$ cat config.mk
export PLATFORM = sky130hd
export DESIGN_NAME = preg_free_list
export DESIGN_NICKNAME = d
export VERILOG_FILES = /design/src/rtl/preg_free_list.sv
export SDC_FILE = /design/constraint.sdc
export NUM_CORES = 2
export LEC_CHECK = 0
export BUFFER_PORTS_ARGS = -buffer_cell sky130_fd_sc_hd__buf_2
export CAP_MARGIN = 20
export CORE_ASPECT_RATIO = 1.1
export CORE_MARGIN = 4
export CORE_UTILIZATION = 57
export CTS_BUF_LIST = sky130_fd_sc_hd__clkbuf_16
export CTS_CLUSTER_SIZE = 10
export DETAILED_ROUTE_END_ITERATION = 16
export HOLD_SLACK_MARGIN = 0.1
export PLACE_DENSITY_LB_ADDON = 0.12
export SETUP_SLACK_MARGIN = 0.5
export SLEW_MARGIN = 20
export SYNTH_ARGS = -nofsm -noshare
export SYNTH_HDL_FRONTEND = slang
export SYNTH_SLANG_ARGS = --single-unit
export TNS_END_PERCENT = 100
$ cat constraint.sdc
create_clock -name clk -period 3.26 [get_ports clk]
set_input_delay 0.326 -clock clk [delete_from_list [all_inputs] [get_ports clk]]
set_output_delay 0.326 -clock clk [all_outputs]
set_load 0.02 [all_outputs]
$ cat src/rtl/preg_free_list.sv
// Physical-register free list: ring of free preg tags with per-branch head checkpoints.
// Optional FREE_LIST_DUP_CHECK_EN adds an is_free bitmap, double-free detection and rebuild after recovery.
module preg_free_list #(
  parameter int NUM_PREGS = 128,
  parameter int NUM_AREGS = 32,
  parameter int ROB_DEPTH = 32,
  localparam int PW = $clog2(NUM_PREGS),
  localparam int TW = $clog2(ROB_DEPTH)
) (
  input  logic          clk,
  input  logic          reset,
  input  logic          alloc_req,
  output logic          alloc_valid,
  output logic [PW-1:0] alloc_preg,
  input  logic          retire_valid,
  input  logic [PW-1:0] retire_preg,
  input  logic          ckpt_valid,
  input  logic [TW-1:0] ckpt_tag,
  input  logic          mispredict,
  input  logic [TW-1:0] mispredict_tag,
`ifdef FREE_LIST_DUP_CHECK_EN
  output logic          dbl_free_err,
`endif
  output logic [PW-1:0] free_count
);

  localparam int INIT_FREE = NUM_PREGS - NUM_AREGS;

  logic [PW-1:0] ring_q [NUM_PREGS];
  logic [PW-1:0] ring_d [NUM_PREGS];
  logic [PW-1:0] ckpt_q [ROB_DEPTH];
  logic [PW-1:0] ckpt_d [ROB_DEPTH];
  logic [PW-1:0] head_q, head_d;
  logic [PW-1:0] tail_q, tail_d;
  logic [PW-1:0] free_count_q, free_count_d;
  logic          pop, push, push_raw, alloc_ok;

  assign push_raw    = retire_valid && (retire_preg != '0);
  assign alloc_valid = alloc_ok && (free_count_q != '0) && !mispredict && !reset;
  assign alloc_preg  = ring_q[head_q];
  assign free_count  = free_count_q;
  assign pop         = alloc_req && alloc_valid;

`ifdef FREE_LIST_DUP_CHECK_EN
  logic [NUM_PREGS-1:0] is_free_q, is_free_d;
  logic                 rb_active_q, rb_active_d;
  logic [PW-1:0]        rb_ptr_q, rb_ptr_d;
  logic [PW-1:0]        rb_end_q, rb_end_d;
  logic                 dbl_free_err_q, dbl_free_err_d;

  assign alloc_ok     = !rb_active_q;
  assign push         = push_raw && !is_free_q[retire_preg];
  assign dbl_free_err = dbl_free_err_q;

  always_comb begin
    is_free_d      = is_free_q;
    rb_active_d    = rb_active_q;
    rb_ptr_d       = rb_ptr_q;
    rb_end_d       = rb_end_q;
    dbl_free_err_d = push_raw && is_free_q[retire_preg];
    // Walk the reclaimed window one entry per cycle, re-marking each as free.
    if (rb_active_q)
      is_free_d[ring_q[rb_ptr_q]] = 1'b1;
    if (mispredict) begin
      rb_ptr_d    = ckpt_q[mispredict_tag];
      rb_end_d    = rb_active_q ? rb_end_q : head_q;
      rb_active_d = (rb_ptr_d != rb_end_d);
    end else if (rb_active_q) begin
      rb_ptr_d    = rb_ptr_q + 1'b1;
      rb_active_d = (rb_ptr_d != rb_end_q);
    end
    if (pop)  is_free_d[alloc_preg]  = 1'b0;
    if (push) is_free_d[retire_preg] = 1'b1;
  end

  always_ff @(posedge clk) begin
    if (reset) begin
      for (int i = 0; i < NUM_PREGS; i++)
        is_free_q[i] <= (i >= NUM_AREGS);
      rb_active_q    <= 1'b0;
      rb_ptr_q       <= '0;
      rb_end_q       <= '0;
      dbl_free_err_q <= 1'b0;
    end else begin
      is_free_q      <= is_free_d;
      rb_active_q    <= rb_active_d;
      rb_ptr_q       <= rb_ptr_d;
      rb_end_q       <= rb_end_d;
      dbl_free_err_q <= dbl_free_err_d;
    end
  end
`else
  assign alloc_ok = 1'b1;
  assign push     = push_raw;
`endif

  always_comb begin
    ring_d = ring_q;
    ckpt_d = ckpt_q;
    if (push) ring_d[tail_q] = retire_preg;
    tail_d = tail_q + PW'(push);
    head_d = mispredict ? ckpt_q[mispredict_tag] : head_q + PW'(pop);
    // head_d already includes this cycle's pop, so the branch keeps its own rd.
    if (ckpt_valid && !mispredict) ckpt_d[ckpt_tag] = head_d;
    free_count_d = tail_d - head_d;
  end

  always_ff @(posedge clk) begin
    if (reset) begin
      for (int i = 0; i < NUM_PREGS; i++)
        ring_q[i] <= (i < INIT_FREE) ? PW'(NUM_AREGS + i) : '0;
      for (int i = 0; i < ROB_DEPTH; i++)
        ckpt_q[i] <= '0;
      head_q       <= '0;
      tail_q       <= PW'(INIT_FREE);
      free_count_q <= PW'(INIT_FREE);
    end else begin
      ring_q       <= ring_d;
      ckpt_q       <= ckpt_d;
      head_q       <= head_d;
      tail_q       <= tail_d;
      free_count_q <= free_count_d;
    end
  end

endmodule

==> metrics.yaml <==
status:
  status: "finished with violations"
  violations: "negative setup slack"
min_path:
  min-delay-path-class: "input port to flip-flop"
  min_from: "retire_valid"
timing:
  finalSetupViolations: 7
  drv_slew: 0
  finClkSkew_ns: 0.0214
  tightest_slew_ns: 1.15
  fin_crit_sh_pct: 120
  max_freq_mhz: 257
  rsz0062_at_grt: "true"
  fin_ws_ns: -0.637
  timing_hold_violations_final: 0
  period_needed_ns: 3.90
  finalSetupTns_ns: -4.09
  slew_headroom_pct: 23.6
setup_path:
  worst_r2r_endpoint: "free_count[6]"
  worst-r2r-cell-count: 11
  cp-start-kind: "flip-flop"
  cp.required_ns: 2.93
  cpPeakStageDelay_ns: 0.48
  path_depth: 10
  crit_start: "head_q[0]"
  crit_slowest_cell: "a211oi_1"
  cp-endpoint: "alloc_preg[2]"
  crit_chain: "buf_12 > buf_4 > bufbuf_16 > buf_4 > mux4_2 > o22ai_1 > o31ai_1 > o22ai_1 > a211oi_1 > buf_2"
  timing.rr.start: "head_q[2]"
  end_kind: "output port"
  rrSetupSlack_ns: 0.38
  crit_buf_inv: 5
  critical_path_class: "flip-flop to output port"
  cp_top_family: "buffers and inverters"
  cp_max_fo: 11
  cp.arrival_ns: 3.57
clocking:
  cts_buffers: 134
  clk-insertion-delay-late_ns: 0.72
  htreeDepth: 4
  cts_buffer_depth: 3
  cts-root-buf: "clkbuf_16"
  cts_hold_repair.buffers: 0
  cts_tree: "built"
  path_clk_slew_ns: 0.05
  cts.sinks: 1141
logic_synthesis:
  synthArstFlopShare_pct: 0
  ys_warn_count: 0
  ys_seq_area_share_pct: 45.0
  synth.avg_cell_area_sq_um: 9.34
  synth_nets: 5473
  syn_inst: 5440
  ys_types: 64
  synth_edf_count: 0
  ys_ff_latch: 1141
  synth.cell_area_sq_um: 50800
  synth-main-ff-cell: "dfxtp_1"
cells_and_area:
  nNetsFinal: 5476
  final_cell_mix: "dfxtp_1 (1132), nand2_1 (952), nor2_1 (506)"
  post-route-util_pct: 65.6
  area_growth_syn_to_layout_pct: 13.8
  drive_gt1_share_pct: 16.4
  final_cells: 6642
  final_common_cell: "dfxtp_1"
floorplanning:
  start_util_pct: 57.6
  coreArea_sq_um: 88100
  die_w_um: 293
  rows: 114
  ios: 38
  die-height_um: 321
  dieArea_sq_um: 94000
routing:
  vias: 41100
  drtIter0Drc: 3698
  drt-vias-per-instance: 6.19
  drc: 0
  drt.antenna.violating_nets: 0
  routed_wl_um: 145000
  routedWlPerCell_um: 21.8
  first_pass_iters: 6
pwr:
  peakVddDrop_v: 0.000440
  netSwitchingFraction_pct: 24.0
  p_leak_nw: 20.3
  p_int_mw: 22.5
  sequentialPowerShare_pct: 47.6
  pwr-share-clk_pct: 44.6
  power.density_nw_per_um2: 511
  comb_power_share_pct: 7.8
  p_total_mw: 29.5
  p_sw_mw: 7.09
global_route:
  gr-total-overflow: 0
  grt_max_degree: 215
  track_usage_pct: 30.2
  first_global_vias: 39600
  grt_pass1_wl_um: 229000
  antenna_found_initial: 3
placed_design:
  post-dp-hpwl_um: 90100
  port_buffers: 37
  routabilityCongestion: 0.894
  dp_cells: 6434
flow_run:
  drv_cap: 0
## sequential cells by signal, summed over array words and instances (netlist names)
signal      cells
head_q          7
tail_q          7
free_count      7
ckpt_q        224
ring_q        896
## logic make-up (layout without fill, tap and decap cells)
logic type	after synthesis	in the layout	share of synthesized area (%)
buffers and inverters	511	552	4.36
XOR/XNOR	14	14	0.241
adder cells (fa/ha/maj)	10	10	0.261
other	0	1	0
multiplexers	536	536	16.6
flip-flops	1141	1141	45.0
AND/OR/NAND/NOR	1947	1947	17.2
AO/OA/AOI/OAI	1281	1281	16.3
## power by group through the flow
stage          Combinational [mW]  Clock (mW)  Sequential (mW)
2_1_floorplan                1.34           0             14.4
3_3_place_gp                 2.07           0             14.4
3_5_place_dp                 2.08           0             14.4
4_1_cts                      2.21        13.4             14.1
5_1_grt                      2.41        13.9             14.1
6_report                     2.30        13.2             14.1
## worst min-delay path, stage by stage
cell	delay, ns
buf_2	0.10
nor2b_1	0.14
ha_1	0.14
inv_1	0.07
nor2_1	0.07
## worst min-delay path by stage
stage	to	depth (start not counted)	slack [ns]
after floorplan	ring_q[652]	1	0.43
after global placement	ring_q[657]	1	0.44
after detailed placement	ring_q[816]	2	0.44
after CTS	tail_q[0]	5	0.10
after global routing	tail_q[0]	5	0.21
final	tail_q[0]	5	0.17
## synthesized netlist by cell type, types with 16 or more instances
library cell  count  share of area (%)
dfxtp_1        1141                 45
a21oi_1         413                4.1
nand3b_1        155                2.3
buf_4            26               0.38
nor2b_1         224                2.8
buf_2            75               0.74
buf_1            44               0.33
o22ai_1          32               0.39
clkbuf_1        348                2.6
nand2_1         956                7.1
o21ai_0         263                2.6
nor2_1          514                3.8
a211o_1         216                3.7
a211oi_1        234                3.5
mux2i_1         289                5.7
nand3_1          16               0.16
o221ai_1         58                1.0
mux4_2          247                 11
## stage by stage
| step | hold slack (ns) | area [sq um] | setup WS (ns) |
|---|---|---|---|
| floorplan | 0.430 | 50900 | 0.259 |
| global placement | 0.438 | 53200 | -0.142 |
| detailed placement | 0.444 | 53200 | -0.145 |
| CTS | 0.104 | 57500 | -0.632 |
| global route | 0.213 | 57800 | -0.689 |
| finish | 0.175 | 57800 | -0.637 |
## layer usage
| layer | global-route usage, % | share of wire (%) | wire length (um) | up-vias |
|---|---|---|---|---|
| li1 | - | - | - | 19300 |
| met1 | 41.2 | 43 | 62000 | 20100 |
| met2 | 49.3 | 47 | 68300 | 1442 |
| met3 | 4.96 | 6.9 | 10100 | 295 |
| met4 | 10.3 | 3.3 | 4740 | 2 |
| met5 | 0 | 0.012 | 18 | - |
## what timing repair did
item | in CTS | in global routing
gates resized for setup | 63 | 51
pin swaps | 17 | 14
gates cloned | 7 | 0
buffers inserted | 17 | 8
setup endpoints to repair | 11 | 54
## final cells by class
cell class                 instances  area [sq um]
fill                            7157         30400
multi-input combinational       3788         26300
sequential                      1141         22900
clock buffer                     140          3500
timing repair buffer             373          3480
tap                             1160          1450
clock inverter                    34           199
inverter                           5          18.8
antenna                            1          2.50
Note: power is estimated with default switching activity, not from simulation.
